$ cat src/rtl/lieat_ifu_fetch_ctrl.sv
// IFU fetch sequencer: owns the PC, keeps one fetch outstanding, applies static prediction
// and hands instructions to decode through a one-entry valid/ready register.
`timescale 1ns/1ps
module lieat_ifu_fetch_ctrl #(
    parameter int unsigned     XLEN     = 32,
    parameter int unsigned     REG_IDX  = 5,
    parameter logic [XLEN-1:0] RESET_PC = 32'h8000_0000
) (
    input  logic               clk,
    input  logic               rst_n,
    output logic               req_valid_o,
    input  logic               req_ready_i,
    output logic [XLEN-1:0]    req_addr_o,
    input  logic               rsp_valid_i,
    input  logic [XLEN-1:0]    rsp_inst_i,
    input  logic               rsp_err_i,
    input  logic               pre_bxx_i,
    input  logic               pre_jal_i,
    input  logic               pre_jalr_i,
    input  logic               pre_fencei_i,
    input  logic [XLEN-1:0]    pre_imm_i,
    input  logic [REG_IDX-1:0] pre_rs1_i,
    output logic [REG_IDX-1:0] jalr_rs1_idx_o,
    input  logic               jalr_rs1_busy_i,
    input  logic [XLEN-1:0]    jalr_rs1_rdata_i,
    output logic               fencei_req_o,
    input  logic               fencei_done_i,
    input  logic               exu_redirect_i,
    input  logic [XLEN-1:0]    exu_redirect_pc_i,
    output logic               ifu_valid_o,
    input  logic               ifu_ready_i,
    output logic [XLEN-1:0]    ifu_inst_o,
    output logic [XLEN-1:0]    ifu_pc_o,
    output logic               ifu_pred_taken_o,
    output logic               ifu_err_o
);

    localparam logic [2:0] StFetch = 3'd0;
    localparam logic [2:0] StWait  = 3'd1;
    localparam logic [2:0] StDrop  = 3'd2;
    localparam logic [2:0] StJwait = 3'd3;
    localparam logic [2:0] StFwait = 3'd4;
    localparam logic [2:0] StHalt  = 3'd5;

    logic [2:0]         state_q, state_d;
    logic [XLEN-1:0]    pc_q, pc_d;
    logic               valid_q, valid_d;
    logic [XLEN-1:0]    inst_q, inst_d;
    logic [XLEN-1:0]    opc_q, opc_d;
    logic               pred_q, pred_d;
    logic               err_q, err_d;
    logic [REG_IDX-1:0] jidx_q, jidx_d;
    logic [XLEN-1:0]    jimm_q, jimm_d;

    logic slot_free;
    logic req_hs;
    logic in_flight;

    always_comb begin
        slot_free = ~valid_q | ifu_ready_i;
        req_hs    = (state_q == StFetch) & slot_free & req_ready_i;
        // A request is in flight if one was already accepted or is being accepted right now.
        in_flight = (state_q == StWait) | (state_q == StDrop) | req_hs;
    end

    always_comb begin
        state_d = state_q;
        pc_d    = pc_q;
        valid_d = valid_q & ~ifu_ready_i;
        inst_d  = inst_q;
        opc_d   = opc_q;
        pred_d  = pred_q;
        err_d   = err_q;
        jidx_d  = jidx_q;
        jimm_d  = jimm_q;

        case (state_q)
            StFetch: begin
                if (req_hs) state_d = StWait;
            end
            StWait: begin
                if (rsp_valid_i) begin
                    inst_d  = rsp_inst_i;
                    opc_d   = pc_q;
                    valid_d = 1'b1;
                    pred_d  = 1'b0;
                    err_d   = 1'b0;
                    pc_d    = pc_q + XLEN'(4);
                    state_d = StFetch;
                    if (rsp_err_i) begin
                        err_d   = 1'b1;
                        pc_d    = pc_q;
                        state_d = StHalt;
                    end else if (pre_jal_i || (pre_bxx_i && pre_imm_i[XLEN-1])) begin
                        pc_d   = pc_q + pre_imm_i;
                        pred_d = 1'b1;
                    end else if (pre_bxx_i) begin
                        pred_d = 1'b0;
                    end else if (pre_jalr_i) begin
                        // Held back until the rs1 operand is readable.
                        valid_d = 1'b0;
                        jidx_d  = pre_rs1_i;
                        jimm_d  = pre_imm_i;
                        pc_d    = pc_q;
                        state_d = StJwait;
                    end else if (pre_fencei_i) begin
                        state_d = StFwait;
                    end
                end
            end
            StJwait: begin
                if (!jalr_rs1_busy_i && slot_free) begin
                    valid_d = 1'b1;
                    pred_d  = 1'b1;
                    err_d   = 1'b0;
                    pc_d    = jalr_rs1_rdata_i + jimm_q;
                    state_d = StFetch;
                end
            end
            StFwait: begin
                if (fencei_done_i) state_d = StFetch;
            end
            StDrop: begin
                if (rsp_valid_i) state_d = StFetch;
            end
            StHalt: begin
                state_d = StHalt;
            end
            default: state_d = StFetch;
        endcase

        if (exu_redirect_i) begin
            pc_d    = exu_redirect_pc_i;
            valid_d = 1'b0;
            inst_d  = inst_q;
            opc_d   = opc_q;
            pred_d  = pred_q;
            err_d   = err_q;
            jidx_d  = jidx_q;
            jimm_d  = jimm_q;
            state_d = (in_flight && !rsp_valid_i) ? StDrop : StFetch;
        end

        pc_d[1:0] = 2'b00;
    end

    always_ff @(posedge clk or negedge rst_n) begin
        if (!rst_n) begin
            state_q <= StFetch;
            pc_q    <= RESET_PC;
            valid_q <= 1'b0;
            inst_q  <= '0;
            opc_q   <= '0;
            pred_q  <= 1'b0;
            err_q   <= 1'b0;
            jidx_q  <= '0;
            jimm_q  <= '0;
        end else begin
            state_q <= state_d;
            pc_q    <= pc_d;
            valid_q <= valid_d;
            inst_q  <= inst_d;
            opc_q   <= opc_d;
            pred_q  <= pred_d;
            err_q   <= err_d;
            jidx_q  <= jidx_d;
            jimm_q  <= jimm_d;
        end
    end

    always_comb begin
        // Gated by rst_n so no request is presented while reset is held.
        req_valid_o      = rst_n & (state_q == StFetch) & slot_free;
        req_addr_o       = pc_q;
        fencei_req_o     = (state_q == StFwait);
        jalr_rs1_idx_o   = jidx_q;
        ifu_valid_o      = valid_q;
        ifu_inst_o       = inst_q;
        ifu_pc_o         = opc_q;
        ifu_pred_taken_o = pred_q;
        ifu_err_o        = err_q;
    end

endmodule

$ cat config.mk
export PLATFORM = sky130hd
export DESIGN_NAME = lieat_ifu_fetch_ctrl
export DESIGN_NICKNAME = d
export VERILOG_FILES = /design/src/rtl/lieat_ifu_fetch_ctrl.sv
export SDC_FILE = /design/constraint.sdc
export NUM_CORES = 1
export LEC_CHECK = 0
export ABC_CLOCK_PERIOD_IN_PS = 5500
export CAP_MARGIN = 20
export CORE_ASPECT_RATIO = 0.5
export CORE_MARGIN = 3
export CORE_UTILIZATION = 29
export CTS_CLUSTER_DIAMETER = 200
export CTS_CLUSTER_SIZE = 30
export DETAILED_ROUTE_END_ITERATION = 12
export GPL_ROUTABILITY_DRIVEN = 0
export PLACE_DENSITY = 0.55
export SETUP_SLACK_MARGIN = 0.2
export SLEW_MARGIN = 20
export SYNTH_ARGS = -nofsm -noshare
export SYNTH_HDL_FRONTEND = slang
export SYNTH_SLANG_ARGS = --single-unit
export TNS_END_PERCENT = 50
$ cat constraint.sdc
create_clock -name clk -period 5.5 [get_ports clk]
set_input_delay 1.1 -clock clk [delete_from_list [all_inputs] [get_ports clk]]
set_output_delay 1.1 -clock clk [all_outputs]
set_load 0.1 [all_outputs]
==> impl_results.md, run 1 <==
- Clk buf depth: 2
- Max rail drop VDD: 0.0003107 V
- 1st-pass router iterations: 8
- Commonest non-fill, non-tap cell in the layout: clkdlybuf4s50_1
- Final HPWL DP: about 22 mm
- Final worst setup slack: about 1100 ps
- Worst Hold Class: reg2reg
- CP endpoint kind: flip-flop
- Critical Path Start Type: input pin
- Initial antenna violation count: 0
- Vias per inst: ~5.2
- Final Util: between 40% and 50%
- Most frequent cells in the layout: clkdlybuf4s50_1, dfrtp_1, mux2_2, a21oi_1, ha_1
- Vias in the first global route: 8205
- TritonCTS clock tree: done
- Status: completed
- Initial Utilization: ~30%
- Die area: approximately 33000 sq um
- CP arrival: ~4800 ps
- Fin nets: roughly 1.3k
- Post-cts resize count: 0
- Max_cap viols: 0
- WL final: slightly below 30 mm
- Sequential element share of the synthesized area: around two fifths
- Slew headroom: approximately 30%
- Setup_tns: 0 ps
- H-Tree Depth: 4
- Pin slew with the least headroom to its limit: between 1000 and 1500 ps
- Synth warn: 0
- Synth-to-layout area growth: 39.60%
- Post-CTS Hold Buffers: 0
- Main synth FF type: dfrtp_1
- WL/cell: roughly 20 um
- Synthesized area: around 9000 sq um
- Final hold vios: 0
- # rows: 44
- Fmax: 0.2248 GHz
- Final count of pins violating max slew: 0
- #FFs+latches synth: 135
- Library cells used by synthesis: 74
- Cells along the critical path: clkdlybuf4s50_1 -> a21oi_2 -> buf_4 -> nand2b_1 -> fa_1 -> nand2b_1 -> a21oi_1 -> o21ai_1 -> a21oi_1 -> a21oi_1 -> o21ai_0 -> xor2_1 -> a211oi_1 -> a21oi_1
- Pwr/cell area: just over 600 nW/um^2
- Clk sinks: 135
- Max stage delay on crit path: 550 ps
- Die Span Y: ~130 um
- Pin count of the biggest net entering global routing: 74
- Remaining DRCs: 0
- Share of layout cells above drive strength 1: between 10 and 15%
- # setup viols final: 0
- DRT iter0 DRCs: about 680
- Routed vias: 7874
- Design area: 12270 sq um
- Crit path kind: in2reg
- Synth Area per Inst: roughly 10 sq um
- Root Driver: clkbuf_16
- EDFF count, synth: 0
- Grt total ovfl: 0
- Core area: just under 30000 sq um
- WP data required: around 5800 ps
- Placed instance count: 1482
- Crit-path max FO: 16
- CTS Buf Count: 17
- Top cell by count, worst path: a21oi_1
- Static Leak: 5.425 nW
- Placed inst area: ~12000 sq um
- I/O Buffers: around 250
- First-pass GRT wire length: approximately 46 mm
- Post-route minimum period: between 4000 and 5000 ps
- # IOs: between 200 and 300
- Antenna Nets Post-Route: 0
- Fin cells: ~1.5k
- Ys async rst share: 100.0%
- Postcts setup bufs: 0
- Period Utilization, post-route: between 80% and 90%
- Slowest CP cell: clkdlybuf4s50_1
- Worst slack at placement: 702.5 ps
- Mapped Cells: 878
- RSZ-0062 raised after global routing: no
- Die width: ~250 um
- Setup Skew: just under 8 ps
- Gr usage total: between 10% and 20%
- Worst-skew pair later-pin latency: around 450 ps
- Clock-pin slew on the worst setup and hold paths: 60 ps
## critical path: cells and delay by family
kind	cells	cell delay [ps]
XOR/XNOR	1	100
adder cells (fa/ha/maj)	1	420
buffers and inverters	2	760
AO/OA/AOI/OAI	8	1970
AND/OR/NAND/NOR	2	390
## synthesized netlist by cell type, types with 25 or more instances
cell	n	area, sq um
dfrtp_1	134	3353
mux2_2	98	1104
a21oi_1	65	325.3
ha_1	59	738.2
nand2_1	47	176.4
nor2_1	46	172.7
o21ai_0	46	230.2
clkbuf_1	37	138.9
nor2b_1	36	225.2
a21o_1	28	210.2
xnor2_1	26	227.7
xor2_1	25	219.0
## worst paths after layout
kind | slack [ps] | endpoint | depth (start not counted) | start
max in group asynchronous | 3460 | ifu_inst_o[31] | 2 | rst_n
min | 490 | ifu_pc_o[3] | 2 | ifu_pc_o[3]
max reg2reg | 2160 | req_addr_o[30] | 12 | req_addr_o[2]
min in group asynchronous | 630 | ifu_pc_o[3] | 1 | rst_n
max | 1050 | req_addr_o[30] | 14 | pre_bxx_i
min reg2reg | 490 | ifu_pc_o[3] | 2 | ifu_pc_o[3]
## state kept, by name, indices dropped and copies added, names as in the netlist
name              count
ifu_err_o             1
ifu_inst_o           32
ifu_pc_o             30
ifu_pred_taken_o      1
ifu_valid_o           1
jalr_rs1_idx_o        5
jimm_q               32
req_addr_o           30
state_q               3
## report_power, final
part	total [mW]	switching [mW]	internal (mW)	leakage [nW]
Clock	1.24	0.466	0.770	0.301
Sequential	1.61	0.259	1.35	1.72
Combinational	4.65	3.35	1.30	3.41
Total	7.50	4.07	3.42	5.43
## stage by stage
| step | power [mW] | hold slack, ps |
|---|---|---|
| floorplan | 5.094 | 471.2 |
| global placement | 6.231 | 473.9 |
| detailed placement | 6.282 | 486.5 |
| CTS | 7.558 | 500.4 |
| global route | 7.853 | 513.1 |
| finish | 7.499 | 490.2 |
## per-layer routing
| layer | vias up | global-route usage [%] | part of all wire [%] |
|---|---|---|---|
| li1 | 3724 | - | - |
| met1 | 3907 | 22.14 | 43 |
| met2 | 199 | 32.65 | 50 |
| met3 | 44 | 3.811 | 3.9 |
| met4 | 0 | 6.635 | 2.4 |
| met5 | - | 0 | 0 |
## logic make-up after synthesis
| group | after synthesis | synth area share [%] |
|---|---|---|
| AO/OA/AOI/OAI | 258 | 19.64 |
| XOR/XNOR | 51 | 5.082 |
| adder cells (fa/ha/maj) | 60 | 8.626 |
| buffers and inverters | 62 | 2.875 |
| flip-flops | 135 | 38.45 |
| multiplexers | 100 | 12.78 |
| other | 1 | 0.04266 |
| AND/OR/NAND/NOR | 211 | 12.50 |
## layout make-up
class	count	area, sq um
fill	2907	17130
multi-input combinational	684	5190
sequential	135	3379
timing repair buffer	255	2526
tap	391	489.2
clock buffer	20	446.7
clock inverter	11	172.7
inverter	17	63.81
antenna	1	2.502
No activity file was read; power rests on OpenSTA's default activity.
==> run 2: changes to the inputs <==
Settings changed: ABC_CLOCK_PERIOD_IN_PS 5500 to 3970, PLACE_DENSITY 0.55 to 0.57.
Clock period 5.5 ns to 3.97 ns, I/O delays scaled along.
==> run 2 against run 1 <==
Clock power grew 27%; highest routed layer unchanged; critical path type unchanged; design area rose by 4.0%; sequential cell count did not move; worst hold slack worse by 320 ps; register-to-register slack lost 1200 ps; via count is 3.1% higher; sequential share of layout area down 1.1 points.
==> impl_results.md, run 2 (synthesis results as in run 1) <==
- Status: completed (unchanged)
- Final worst setup slack: 312.9 ps (was 1051 ps)
- Max rail drop VDD: 0.0004551 V (was 0.0003107 V)
- Pwr Total: 10.50 mW (was 7.499 mW)
- Worst Hold Class: in2async (was reg2reg)
- Gr usage total: 18.52% (was 18.32%)
- Share of layout cells above drive strength 1: 19.81% (was 14.53%)
- CTS Buf Count: 17 (unchanged)
- Period Utilization, post-route: just over 90%
- Root Driver: clkbuf_16 (unchanged)
- Max stage delay on crit path: 470 ps (was 550 ps)
- Die Span Y: 129.1 um (unchanged)
- Clock-pin slew on the worst setup and hold paths: 60 ps (about the same)
- Fin cells: 1573 (was 1514)
- Antenna Nets Post-Route: 0 (unchanged)
- Design area: 12760 sq um (was 12270 sq um)
- # IOs: 252 (unchanged)
- WL final: 30.31 mm (was 29.69 mm)
- Reg2reg setup slack: 990 ps (was 2160 ps)
- H-Tree Depth: 4 (unchanged)
- Crit-path max FO: 14 (was 16)
- Placed inst area: 12090 sq um (was 11650 sq um)
- CP arrival: 4020 ps (was 4770 ps)
- Final hold vios: 0 (unchanged)
- Die area: 32560 sq um (unchanged)
- WL/cell: 19.27 um (was 19.61 um)
- Synth-to-layout area growth: 45.21% (was 39.60%)
- WP data required: 4330 ps (was 5820 ps)
- # rows: 44 (unchanged)
- Most frequent cells in the layout: clkdlybuf4s50_1, dfrtp_1, mux2_2, buf_4, a21oi_1 (was clkdlybuf4s50_1, dfrtp_1, mux2_2, a21oi_1, ha_1)
- Final count of pins violating max slew: 0 (unchanged)
- Fin nets: 1374 (was 1316)
- Setup_tns: 0 ps (unchanged)
- Pin slew with the least headroom to its limit: 1101 ps (was 1059 ps)
- Slew headroom: 26.32% (was 29.43%)
- First-pass GRT wire length: 46.58 mm (was 46.04 mm)
- Final hold slack: 172.2 ps (was 490.2 ps)
- Core area: 29400 sq um (unchanged)
- Static Leak: 5.725 nW (was 5.425 nW)
- RSZ-0062 raised after global routing: no (unchanged)
- Worst slack at placement: -349.4 ps (was 702.5 ps)
- Final Util: 43.42% (was 41.74%)
- Vias in the first global route: 8422 (was 8205)
- Vias per inst: 5.160 (was 5.201)
- Max_cap viols: 0 (unchanged)
- Slowest CP cell: clkdlybuf4s50_1 (unchanged)
- Grt total ovfl: 0 (unchanged)
- # setup viols final: 0 (unchanged)
- Pwr/cell area: 823.0 nW/um^2 (was 611.1 nW/um^2)
- Setup Skew: 12.65 ps (was 7.804 ps)
- DRT iter0 DRCs: 458 (was 684)
- I/O Buffers: 245 (unchanged)
- Post-CTS Hold Buffers: 0 (unchanged)
- Buffers and inverters on the worst path: 3 (was 2)
- Fmax: about 0.27 GHz
- CP top delay family: compound AO/OA/AOI/OAI gates (unchanged)
- Critical Path Start Type: input pin (unchanged)
- Cells along the critical path: clkdlybuf4s50_1 -> a21oi_4 -> buf_6 -> buf_8 -> nor2b_1 -> ha_1 -> a21oi_2 -> o21bai_1 -> a221o_1 -> a21oi_2 -> o21bai_1 -> a21o_1 -> a31o_2 -> or3_1 -> a21oi_1 (was clkdlybuf4s50_1 -> a21oi_2 -> buf_4 -> nand2b_1 -> fa_1 -> nand2b_1 -> a21oi_1 -> o21ai_1 -> a21oi_1 -> a21oi_1 -> o21ai_0 -> xor2_1 -> a211oi_1 -> a21oi_1)
- Remaining DRCs: 0 (unchanged)
- Clk sinks: 135 (unchanged)
- TritonCTS clock tree: done (unchanged)
- Worst-skew pair later-pin latency: 440 ps (was 450 ps)
- # fillers: 2857 (was 2907)
- 1st-pass router iterations: 5 (was 8)
- Initial Utilization: 29.90% (unchanged)
- Final HPWL DP: 22.98 mm (was 22.48 mm)
- Post-route minimum period: around 3700 ps
- Initial antenna violation count: 0 (unchanged)
- Placed instance count: 1537 (was 1482)
- CP endpoint kind: flip-flop (unchanged)
- Commonest non-fill, non-tap cell in the layout: clkdlybuf4s50_1 (unchanged)
- Clk buf depth: 2 (unchanged)
- Crit path kind: in2reg (unchanged)
- Die width: 252.2 um (unchanged)
- Routed vias: 8116 (was 7874)
- Pin count of the biggest net entering global routing: 70 (was 74)
-- run 2: cell types whose count changed in the layout (fill, tap and decap cells not counted), moves of 2 or more --
| cell | change |
|---|---|
| o21ai_2 | +2 |
| bufinv_16 | -3 |
| clkinv_4 | +5 |
| clkdlybuf4s50_1 | -2 |
| buf_4 | +55 |
| a21oi_2 | +3 |
| buf_12 | +2 |
| a21oi_1 | -4 |
| inv_6 | -2 |
-- run 2: power breakdown --
part,switching [mW],leakage [nW],internal (mW)
registers,0.361,1.72,1.88
clock network,0.680,0.278,0.903
logic,4.71,3.73,1.98
total,5.75,5.72,4.76
-- run 2: path summary, 6_finish.rpt --
check,startpoint,to,depth (start not counted)
max reg2reg,jimm_q[3],req_addr_o[20],10
min,rst_n,ifu_pc_o[3],1
min in group clk,ifu_pc_o[3],ifu_pc_o[3],2
max in group asynchronous,rst_n,ifu_inst_o[25],2
max,pre_imm_i[31],req_addr_o[27],15
min reg2reg,ifu_pc_o[3],ifu_pc_o[3],2
-- run 2: per-layer routing --
metal,share of wire (%),up-vias,track usage [%]
li1,-,3829,-
met1,43,4022,22.61
met3,4.3,44,3.369
met2,50,221,32.92
met5,0,-,0
met4,2.4,0,7.109
-- run 2: area by class of cell --
| type | instances | area [sq um] | share of cell area (%) |
|---|---|---|---|
| Clock buffer | 20 | 456.7 | 3.578 |
| Tap cell | 391 | 489.2 | 3.833 |
| Clock inverter | 12 | 122.6 | 0.9607 |
| Antenna cell | 1 | 2.502 | 0.01961 |
| Multi-Input combinational cell | 684 | 5251 | 41.14 |
| Inverter | 17 | 63.81 | 0.5000 |
| Sequential cell | 135 | 3379 | 26.48 |
| Timing Repair Buffer | 313 | 2998 | 23.49 |
-- run 2: what timing repair did --
item	4_1_cts	5_1_grt
gates resized for setup	2	14
setup endpoints to repair	9	17
pin swaps	0	3
buffers inserted	0	3
gates cloned	0	0
==> run 3: changes to the inputs <==
Settings changed: TNS_END_PERCENT 50 to 20.
==> results of run 3 <==
No change in the layout: final DEF, timing and power equal those of run 2.
